[src/rtl/spi_responder_pkg.sv]
// Shared types and constants for the SPI register-access responder.
package spi_responder_pkg;

    localparam int unsigned ADDR_BITS = 7;
    localparam int unsigned DATA_BITS = 8;
    localparam logic        RW_READ   = 1'b1;

    // Bit counter reload value: counts down from the MSB of a byte.
    localparam logic [2:0]  BIT_CNT_MSB = 3'd7;

    typedef enum logic [2:0] {
        ST_IDLE   = 3'd0,
        ST_CMD    = 3'd1,
        ST_WDATA  = 3'd2,
        ST_RDATA  = 3'd3,
        ST_WAITCS = 3'd4
    } state_e;

    // Register addresses wrap from the top of the 7-bit space back to zero.
    function automatic logic [ADDR_BITS-1:0] addr_next(input logic [ADDR_BITS-1:0] addr);
        return addr + 7'd1;
    endfunction

endpackage

[src/rtl/spi_input_sync.sv]
// Multi-flop synchroniser for one SPI pin with optional registered edge strobes.
// The level output is delayed one extra cycle so it lines up with the strobes:
// pin edge to strobe (and to level change) is SYNC_STAGES + 1 cycles.
module spi_input_sync #(
    parameter int unsigned SYNC_STAGES = 2,
    parameter logic        RESET_VAL   = 1'b0,
    parameter bit          EDGES       = 1'b1
) (
    input  logic i_clock,
    input  logic i_resetn,
    input  logic i_pin,
    output logic o_level,
    output logic o_rise,
    output logic o_fall
);

    logic [SYNC_STAGES-1:0] sync_q;
    logic [SYNC_STAGES-1:0] sync_d;
    logic                   level_q;
    logic                   level_d;
    logic                   rise_q;
    logic                   rise_d;
    logic                   fall_q;
    logic                   fall_d;

    // Next chain value and edge detection on the last synchroniser stage.
    always_comb begin
        sync_d  = {sync_q[SYNC_STAGES-2:0], i_pin};
        level_d = sync_q[SYNC_STAGES-1];
        if (EDGES) begin
            rise_d = level_d & ~level_q;
            fall_d = ~level_d & level_q;
        end else begin
            rise_d = 1'b0;
            fall_d = 1'b0;
        end
    end

    // Synchroniser chain, aligned level and strobe registers.
    always_ff @(posedge i_clock or negedge i_resetn) begin
        if (!i_resetn) begin
            sync_q  <= {SYNC_STAGES{RESET_VAL}};
            level_q <= RESET_VAL;
            rise_q  <= 1'b0;
            fall_q  <= 1'b0;
        end else begin
            sync_q  <= sync_d;
            level_q <= level_d;
            rise_q  <= rise_d;
            fall_q  <= fall_d;
        end
    end

    assign o_level = level_q;
    assign o_rise  = rise_q;
    assign o_fall  = fall_q;

endmodule

[src/rtl/spi_responder.sv]
// SPI responder: decodes 16-bit write/read frames into a local register port.
// Optional burst mode (address auto-increment) when SPI_RESPONDER_AUTOINC_EN is defined.
module spi_responder
    import spi_responder_pkg::*;
#(
    parameter int unsigned SYNC_STAGES = 2
) (
    input  logic                 i_clock,
    input  logic                 i_resetn,
    input  logic                 i_sen,
    input  logic                 i_sck,
    input  logic                 i_sdat,
    output logic                 o_sout,
    output logic                 o_wrValid,
    output logic [ADDR_BITS-1:0] o_wrAddr,
    output logic [DATA_BITS-1:0] o_wrData,
    output logic                 o_rdReq,
    output logic [ADDR_BITS-1:0] o_rdAddr,
    input  logic [DATA_BITS-1:0] i_rdData,
    output logic                 o_busy,
    output logic                 o_frameErr
);

    logic sen_lvl_s;
    logic sen_fall_s;
    logic sen_rise_unused_s;
    logic sck_rise_s;
    logic sck_fall_s;
    logic sck_level_unused_s;
    logic sdat_lvl_s;
    logic sdat_rise_unused_s;
    logic sdat_fall_unused_s;

    spi_input_sync #(.SYNC_STAGES(SYNC_STAGES), .RESET_VAL(1'b1), .EDGES(1'b1)) u_sync_sen (
        .i_clock (i_clock),
        .i_resetn(i_resetn),
        .i_pin   (i_sen),
        .o_level (sen_lvl_s),
        .o_rise  (sen_rise_unused_s),
        .o_fall  (sen_fall_s)
    );

    spi_input_sync #(.SYNC_STAGES(SYNC_STAGES), .RESET_VAL(1'b0), .EDGES(1'b1)) u_sync_sck (
        .i_clock (i_clock),
        .i_resetn(i_resetn),
        .i_pin   (i_sck),
        .o_level (sck_level_unused_s),
        .o_rise  (sck_rise_s),
        .o_fall  (sck_fall_s)
    );

    spi_input_sync #(.SYNC_STAGES(SYNC_STAGES), .RESET_VAL(1'b0), .EDGES(1'b0)) u_sync_sdat (
        .i_clock (i_clock),
        .i_resetn(i_resetn),
        .i_pin   (i_sdat),
        .o_level (sdat_lvl_s),
        .o_rise  (sdat_rise_unused_s),
        .o_fall  (sdat_fall_unused_s)
    );

    state_e                 state_q,     state_d;
    logic [2:0]             bit_cnt_q,   bit_cnt_d;
    logic [DATA_BITS-1:0]   shift_q,     shift_d;
    logic [ADDR_BITS-1:0]   addr_q,      addr_d;
    logic [DATA_BITS-1:0]   rd_shift_q,  rd_shift_d;
    logic                   rd_pend_q,   rd_pend_d;
    logic                   sout_q,      sout_d;
    logic                   wr_valid_q,  wr_valid_d;
    logic [ADDR_BITS-1:0]   wr_addr_q,   wr_addr_d;
    logic [DATA_BITS-1:0]   wr_data_q,   wr_data_d;
    logic                   rd_req_q,    rd_req_d;
    logic [ADDR_BITS-1:0]   rd_addr_q,   rd_addr_d;
    logic                   busy_q,      busy_d;
    logic                   frame_err_q, frame_err_d;
    logic [DATA_BITS-1:0]   cmd_byte_s;
    logic                   cs_done_ok_s;

`ifdef SPI_RESPONDER_AUTOINC_EN
    // Set once a full data byte has moved, so CS release on a byte boundary is clean.
    logic beat_q, beat_d;
    assign cs_done_ok_s = beat_q & (bit_cnt_q == BIT_CNT_MSB);
`else
    assign cs_done_ok_s = 1'b0;
`endif

    // Byte completed by the bit arriving on the current SCK rising strobe.
    assign cmd_byte_s = {shift_q[DATA_BITS-2:0], sdat_lvl_s};

    // Frame decoder: next state, shift registers and strobe outputs.
    always_comb begin
        state_d     = state_q;
        bit_cnt_d   = bit_cnt_q;
        shift_d     = shift_q;
        addr_d      = addr_q;
        rd_pend_d   = rd_req_q;
        sout_d      = sout_q;
        wr_valid_d  = 1'b0;
        wr_addr_d   = wr_addr_q;
        wr_data_d   = wr_data_q;
        rd_req_d    = 1'b0;
        rd_addr_d   = rd_addr_q;
        frame_err_d = 1'b0;
`ifdef SPI_RESPONDER_AUTOINC_EN
        beat_d      = beat_q;
`endif
        // Read data is captured the cycle after the request, ahead of the next SCK fall.
        if (rd_pend_q) begin
            rd_shift_d = i_rdData;
        end else begin
            rd_shift_d = rd_shift_q;
        end

        case (state_q)
            ST_IDLE: begin
                if (sen_fall_s) begin
                    state_d   = ST_CMD;
                    bit_cnt_d = BIT_CNT_MSB;
`ifdef SPI_RESPONDER_AUTOINC_EN
                    beat_d    = 1'b0;
`endif
                end else begin
                    state_d = ST_IDLE;
                end
            end

            ST_CMD: begin
                if (sen_lvl_s) begin
                    state_d     = ST_IDLE;
                    frame_err_d = 1'b1;
                end else if (sck_rise_s) begin
                    shift_d = cmd_byte_s;
                    if (bit_cnt_q == 3'd0) begin
                        addr_d    = cmd_byte_s[ADDR_BITS-1:0];
                        bit_cnt_d = BIT_CNT_MSB;
                        if (cmd_byte_s[DATA_BITS-1] == RW_READ) begin
                            rd_addr_d = cmd_byte_s[ADDR_BITS-1:0];
                            rd_req_d  = 1'b1;
                            state_d   = ST_RDATA;
                        end else begin
                            state_d   = ST_WDATA;
                        end
                    end else begin
                        bit_cnt_d = bit_cnt_q - 3'd1;
                    end
                end else begin
                    state_d = ST_CMD;
                end
            end

            ST_WDATA: begin
                if (sen_lvl_s) begin
                    state_d     = ST_IDLE;
                    frame_err_d = ~cs_done_ok_s;
                end else if (sck_rise_s) begin
                    shift_d = cmd_byte_s;
                    if (bit_cnt_q == 3'd0) begin
                        wr_valid_d = 1'b1;
                        wr_addr_d  = addr_q;
                        wr_data_d  = cmd_byte_s;
`ifdef SPI_RESPONDER_AUTOINC_EN
                        addr_d     = addr_next(addr_q);
                        bit_cnt_d  = BIT_CNT_MSB;
                        beat_d     = 1'b1;
                        state_d    = ST_WDATA;
`else
                        state_d    = ST_WAITCS;
`endif
                    end else begin
                        bit_cnt_d = bit_cnt_q - 3'd1;
                    end
                end else begin
                    state_d = ST_WDATA;
                end
            end

            ST_RDATA: begin
                if (sen_lvl_s) begin
                    state_d     = ST_IDLE;
                    frame_err_d = ~cs_done_ok_s;
                end else if (sck_fall_s) begin
                    sout_d     = rd_shift_q[DATA_BITS-1];
                    rd_shift_d = {rd_shift_q[DATA_BITS-2:0], 1'b0};
                end else if (sck_rise_s) begin
                    if (bit_cnt_q == 3'd0) begin
`ifdef SPI_RESPONDER_AUTOINC_EN
                        rd_addr_d = addr_next(rd_addr_q);
                        rd_req_d  = 1'b1;
                        bit_cnt_d = BIT_CNT_MSB;
                        beat_d    = 1'b1;
                        state_d   = ST_RDATA;
`else
                        state_d   = ST_WAITCS;
`endif
                    end else begin
                        bit_cnt_d = bit_cnt_q - 3'd1;
                    end
                end else begin
                    state_d = ST_RDATA;
                end
            end

            ST_WAITCS: begin
                if (sen_lvl_s) begin
                    state_d = ST_IDLE;
                end else begin
                    state_d = ST_WAITCS;
                end
            end

            default: begin
                state_d = ST_IDLE;
            end
        endcase

        // MISO is only driven while a read byte is being shifted out.
        sout_d = (state_d == ST_RDATA) ? sout_d : 1'b0;
        busy_d = (state_d != ST_IDLE);
    end

    // State and output registers; reset discards any frame in flight.
    always_ff @(posedge i_clock or negedge i_resetn) begin
        if (!i_resetn) begin
            state_q     <= ST_IDLE;
            bit_cnt_q   <= BIT_CNT_MSB;
            shift_q     <= 8'h00;
            addr_q      <= 7'h00;
            rd_shift_q  <= 8'h00;
            rd_pend_q   <= 1'b0;
            sout_q      <= 1'b0;
            wr_valid_q  <= 1'b0;
            wr_addr_q   <= 7'h00;
            wr_data_q   <= 8'h00;
            rd_req_q    <= 1'b0;
            rd_addr_q   <= 7'h00;
            busy_q      <= 1'b0;
            frame_err_q <= 1'b0;
`ifdef SPI_RESPONDER_AUTOINC_EN
            beat_q      <= 1'b0;
`endif
        end else begin
            state_q     <= state_d;
            bit_cnt_q   <= bit_cnt_d;
            shift_q     <= shift_d;
            addr_q      <= addr_d;
            rd_shift_q  <= rd_shift_d;
            rd_pend_q   <= rd_pend_d;
            sout_q      <= sout_d;
            wr_valid_q  <= wr_valid_d;
            wr_addr_q   <= wr_addr_d;
            wr_data_q   <= wr_data_d;
            rd_req_q    <= rd_req_d;
            rd_addr_q   <= rd_addr_d;
            busy_q      <= busy_d;
            frame_err_q <= frame_err_d;
`ifdef SPI_RESPONDER_AUTOINC_EN
            beat_q      <= beat_d;
`endif
        end
    end

    assign o_sout     = sout_q;
    assign o_wrValid  = wr_valid_q;
    assign o_wrAddr   = wr_addr_q;
    assign o_wrData   = wr_data_q;
    assign o_rdReq    = rd_req_q;
    assign o_rdAddr   = rd_addr_q;
    assign o_busy     = busy_q;
    assign o_frameErr = frame_err_q;

endmodule

[config.mk]
export PLATFORM = sky130hd
export DESIGN_NAME = spi_responder
export DESIGN_NICKNAME = d
export VERILOG_FILES = /design/src/rtl/spi_responder_pkg.sv /design/src/rtl/spi_input_sync.sv /design/src/rtl/spi_responder.sv
export SDC_FILE = /design/constraint.sdc
export NUM_CORES = 1
export LEC_CHECK = 0
export CORE_MARGIN = 3
export CORE_UTILIZATION = 55
export CTS_CLUSTER_SIZE = 30
export DETAILED_ROUTE_END_ITERATION = 7
export MAX_ROUTING_LAYER = met4
export PLACE_DENSITY_LB_ADDON = 0.25
export SLEW_MARGIN = 20
export SYNTH_ARGS = -nofsm -noshare
export SYNTH_HDL_FRONTEND = slang
export SYNTH_HIERARCHICAL = 1
export SYNTH_SLANG_ARGS = --single-unit
[constraint.sdc]
create_clock -name i_clock -period 4.65 [get_ports i_clock]
set_input_delay 0.6975 -clock i_clock [delete_from_list [all_inputs] [get_ports i_clock]]
set_output_delay 0.6975 -clock i_clock [all_outputs]
set_load 0.03 [all_outputs]
==> results of run 1 <==
[report_power, final]
| group | switching (uW) | internal, uW | total, uW | leakage, uW |
|---|---|---|---|---|
| clock | 199 | 275 | 474 | 0.000102 |
| combinational | 40.1 | 37.0 | 77.1 | 0.000590 |
| sequential | 24.2 | 622 | 646 | 0.000869 |
[worst register-to-register path, stage by stage (launching register included)]
cell      delay (ns)
dfstp_2         0.36
inv_1           0.10
ha_1            0.22
nand4b_1        0.14
nand3b_1        0.65
mux2_2          0.50
[layer usage]
| metal | share of wire, % | global-route usage [%] |
|---|---|---|
| met5 | 0 | - |
| met4 | 2.3 | 9.06 |
| met1 | 46 | 21.1 |
| met2 | 48 | 26.6 |
| met3 | 4.6 | 5.09 |
[cell type report]
| cell class | instances | area share, % |
|---|---|---|
| clock inverters | 4 | 1.43 |
| well taps | 65 | 2.45 |
| inverters | 7 | 0.791 |
| multi-input cells | 108 | 27.4 |
| repair buffers | 40 | 11.8 |
| clock buffers | 12 | 4.67 |
| flip-flops and latches | 68 | 51.5 |
[cells in the final DEF (no fill, tap or decap), types with 3 or more instances in the layout]
master,instances
dfrtp_1,62
clkdlybuf4s50_1,38
mux2_2,30
nand2_1,13
clkbuf_8,11
mux2i_1,9
o21ai_0,9
inv_1,7
mux2_4,7
nor2_1,6
dfstp_2,6
a21oi_1,3
[path summary, 6_finish.rpt]
check                      cells after the start                  from  slack (ns)                    to
setup / recovery                               5          bit_cnt_q[0]        2.57           o_wrAddr[3]
hold / removal                                 0  u_sync_sen/sync_q[0]        0.36  u_sync_sen/sync_q[1]
setup reg to reg                               5          bit_cnt_q[0]        2.57           o_wrAddr[3]
hold reg to reg                                0  u_sync_sen/sync_q[0]        0.36  u_sync_sen/sync_q[1]
max in group asynchronous                      2              i_resetn        3.59  u_sync_sck/sync_q[1]
min in group asynchronous                      2              i_resetn        0.54         rd_shift_q[1]
[state kept, by name, indices dropped and copies added (netlist names)]
signal	count
o_wrData	8
rd_shift_q	8
addr_q	7
o_rdAddr	7
o_wrAddr	7
shift_q	7
bit_cnt_q	3
state_q	3
u_sync_sck/sync_q	2
u_sync_sdat/sync_q	2
u_sync_sen/sync_q	2
o_busy	1
o_frameErr	1
o_rdReq	1
o_sout	1
o_wrValid	1
rd_pend_q	1
u_sync_sck/o_fall	1
u_sync_sck/o_level	1
u_sync_sck/o_rise	1
u_sync_sdat/o_level	1
u_sync_sen/o_fall	1
u_sync_sen/o_level	1
[through the flow]
stage                     cell area, um2  setup slack (ns)
after global routing                3320              2.43
after global placement              3120              2.65
after CTS                           3320              2.54
after detailed placement            3120              2.54
after floorplan                     2690              2.83
final                               3320              2.57
==> impl_results.md, run 1 <==
* Status: finished clean
* CTS sink cnt at 68
* TritonCTS clock tree: done
* Critical-path maximum fanout at 16
* Worst path required time at about 4.9 ns
* Layout Cells excl Fill at between 300 and 400
* CP startpoint kind: flop
* Core area at 4530 um2
* Aggregate global-route resource usage at 17.4%
* Final min period at 2.08 ns
* H-Tree Depth at 3
* Crit-path max cell delay at 0.65 ns
* Top Family by Delay on Critical Path: simple AND/OR/NAND/NOR gates
* PostCTS Resize Cnt at 0
* DRC Markers at 0
* Core Rows at 24
* Crit-path cells: inv_1, ha_1, nand4b_1, nand3b_1, mux2_2
* Root Buffer: clkbuf_8
* Placed cells at 288
* Hold Vio Cnt, Final at 0
* Max transition margin at roughly 47%
* RSZ-0062 raised after global routing: false
* Setup TNS at 0 ns
* Mapped Avg Cell Area at 14.2 um2
* Final clock skew at 0.00755 ns
* WS Path Type: flop to flop
* Layout cells sized above 1 at 27.2%
* Area grow syn2layout at 23.5%
* Fillcell total at 303
* Drt total wl at between 4000 and 5000 um
* Area of the die at 5770 um2
* Final Setup Violations at 0
* Register area at approximately 1700 um2
* Global-route wire length before repair at between 7000 and 8000 um
* Cell area after synthesis at 2690 um2
* Global route overflow at 0
* Vias at 1580
* Hold Path Class: flop to flop
* Slowest-stage cell, CP: nand3b_1
* Critical Path AT at roughly 2.3 ns
* Crit end category: flop
* Hold slack final at around 0.36 ns
* # IOs at 40
* Max Clock Freq at 481 MHz
* Syn Inst Count at 190
* Final Util at 73.3%
* Post-Syn Nets at 205
* Total power at 1200 uW
* Multi-input gate area at ~900 um2
* CTS buffer count at 9
* Drt pass-1 iters at 5
* # Post-CTS Setup Buffers at 0
* Die Wd at 75.9 um
* Starting density of the core at 59.3%
* Fin nets at between 200 and 250
* Largest net degree at the start of global routing at about 70
* Max Cap Violations at 0
* Die Height at 75.9 um
* ANT cells at 0
* DRT antenna net count at 0
* Period utilization at 44.7%
* CTS Hold Bufs at 0
* I/O Buffers at 39
* Starting DRT DRC Count at 55
* Peak VDD IR at 0.000259 V
* Worst-margin pin slew at 0.799 ns
* Synthesis Warnings at 6
* Number of global-route vias before repair at 1672
* Clk Latency, worst-skew pair at 0.33 ns
* Initial antenna violation count at 0
* Pwr/cell area at 360 nW/um2
* Average routed wire per standard cell at 14.3 um
* Max Slew Vio Count at 0
* Clk buf depth at 2
* LEAKAGE at 0.00156 uW
* Detail Placement HPWL at 2950 um
* Final Wtd Congestion at 0.797
* Buffers & Inverters on Critical Path at 1
* Reg clk slew, reported paths at 0.07 ns
* Via density at 5.20
(Power assumes the default switching activity.)
==> inputs of run 2 (changes only) <==
Settings changed: CORE_UTILIZATION 55 to 48.
Clock period 4.65 ns to 1.8 ns, I/O delays scaled along.
==> run 2 against run 1 <==
  * Sequential share of layout area down 2.2 points
  * Wire length up 5.7%
  * Sequential cell count unchanged
==> impl_results.md, run 2 (synthesis results as in run 1) <==
* Critical-path maximum fanout at 3
* H-Tree Depth at 3
* I/O Buffers at 39
* # Post-CTS Setup Buffers at 0
* Die Wd at slightly above 80 um
* Worst path required time at 2.02 ns
* Final Wtd Congestion at approximately 0.8
* Reg clk slew, reported paths at ~0.08 ns
* Crit end category: flop
* Initial antenna violation count at 0
* RSZ-0062 raised after global routing: true
* CTS buffer count at 9
* Post-DP Area at 3250 um2
* Die Height at 80.9 um
* DRC Markers at 0
* Root Buffer: clkbuf_8
* Vias at 1611
* Status: finished clean
* Hold Path Class: input port to flop
* Layout cells sized above 1 at around a third
* Max Cap Violations at 0
* Average routed wire per standard cell at 14.3 um
* Number of global-route vias before repair at 1647
* Worst-margin pin slew at 0.530 ns
* Commonest non-fill, non-tap cell in the layout: dfrtp_1
* Hold slack final at 0.337 ns
* Routed wire length on met3 at 190 um
* Global-route wire length before repair at 7760 um
* Clk pwr share at between 30 and 40%
* Largest net degree at the start of global routing at 23
* Power Internal at roughly 2400 uW
* Max transition margin at 64.6%
* Core area at 5270 um2
* Clk Latency, worst-skew pair at 0.34 ns
* CP startpoint kind: flop
* Starting density of the core at around 51%
* Peak VDD IR at 0.000540 V
* Area grow syn2layout at 28.9%
* Drt pass-1 iters at 4
* Fin nets at 262
* Detail Placement HPWL at 3240 um
* Most frequent cells in the layout: dfrtp_1 (62), clkdlybuf4s50_1 (38), mux2_2 (30)
* Drt total wl at ~4600 um
* Max Slew Vio Count at 0
* ANT cells at 0
* Area of the die at 6540 um2
* Max layer used: met4
* Clk buf depth at 2
* Starting DRT DRC Count at 86
* Critical Path AT at ~1.9 ns
* Core Rows at 26
* Met1 WL at 2330 um
* Final instance area at around 3500 um2
* Logic pwr share at 7.6%
* LEAKAGE at 0.00163 uW
* # IOs at 40
* TritonCTS clock tree: done
* Max Clock Freq at 580 MHz
* Final Setup Violations at 0
* Hold Vio Cnt, Final at 0
* Final min period at 1.72 ns
* Pwr/cell area at 903 nW/um2
* Fillcell total at approximately 410
* Sequential share of power at 53.0%
* Period utilization at 95.8%
* WS Path Type: flop to flop
* Global route overflow at 0
* DRT antenna net count at 0
* CTS sink cnt at 68
* Sw frac at 24.2%
* Via density at between 5 and 6
* Final clock skew at around 0.0073 ns
* WL met2 at 2010 um
* P_sw at 759 uW
* Aggregate global-route resource usage at between 10% and 20%
[run 2: worst max-delay path, stage by stage, from the launching register on]
cell      delay, ns
dfstp_2        0.37
inv_1          0.06
ha_1           0.19
nand3b_1       0.14
buf_4          0.17
nor3b_1        0.20
o21ai_1        0.13
or3_1          0.35
[run 2: stage by stage]
step | total power, uW | setup TNS (ns) | utilization (%) | worst slack (ns) | std cells
6_report | 3130 | 0 | 65.8 | 0.0759 | 322
5_1_grt | 3290 | -0.0282 | 65.8 | -0.0282 | 322
4_1_cts | 3160 | 0 | 65.7 | 0.00386 | 322
3_5_place_dp | 1930 | 0 | 61.7 | 0.0134 | 305
3_3_place_gp | 1910 | 0 | 61.7 | 0.0354 | 305
2_1_floorplan | 1800 | 0 | - | 0.0177 | 190
[run 2: worst paths after layout]
kind,from,to,slack (ns),cells after the start
min in group asynchronous,i_resetn,rd_shift_q[3],0.44,2
hold / removal,i_sen,u_sync_sen/sync_q[0],0.34,1
max in group asynchronous,i_resetn,bit_cnt_q[1],0.78,3
setup / recovery,bit_cnt_q[1],o_busy,0.08,7
setup reg to reg,bit_cnt_q[1],o_busy,0.08,7
hold reg to reg,u_sync_sck/sync_q[0],u_sync_sck/sync_q[1],0.35,0
[run 2: power by group through the flow]
| stage | registers, uW | clock network, uW | logic, uW |
|---|---|---|---|
| finish | 1660 | 1240 | 237 |
| global route | 1670 | 1350 | 267 |
| CTS | 1660 | 1270 | 241 |
| detailed placement | 1690 | 0 | 237 |
| global placement | 1680 | 0 | 230 |
| floorplan | 1680 | 0 | 117 |
[run 2: cell type report]
type / instances / area [um2] / share of cell area, %
sequential: 68 / 1710 / 49.3
multi-input combinational: 108 / 915 / 26.4
timing repair buffer: 53 / 531 / 15.3
clock buffer: 9 / 124 / 3.57
tap: 70 / 87.6 / 2.53
clock inverter: 7 / 75.1 / 2.17
inverter: 7 / 26.3 / 0.758
[run 2: what timing repair did]
| item | in CTS | in global routing |
|---|---|---|
| endpoints found under the setup margin | 0 | 8 |
| hold buffers | 1 | 0 |
| hold endpoints to repair | 17 | 0 |
| gates resized for setup | 0 | 3 |
[run 2: layer usage]
layer	vias up	global-route usage, %
li1	779	-
met1	787	22.8
met2	38	22.5
met3	7	3.99
met4	0	7.94
met5	-	-
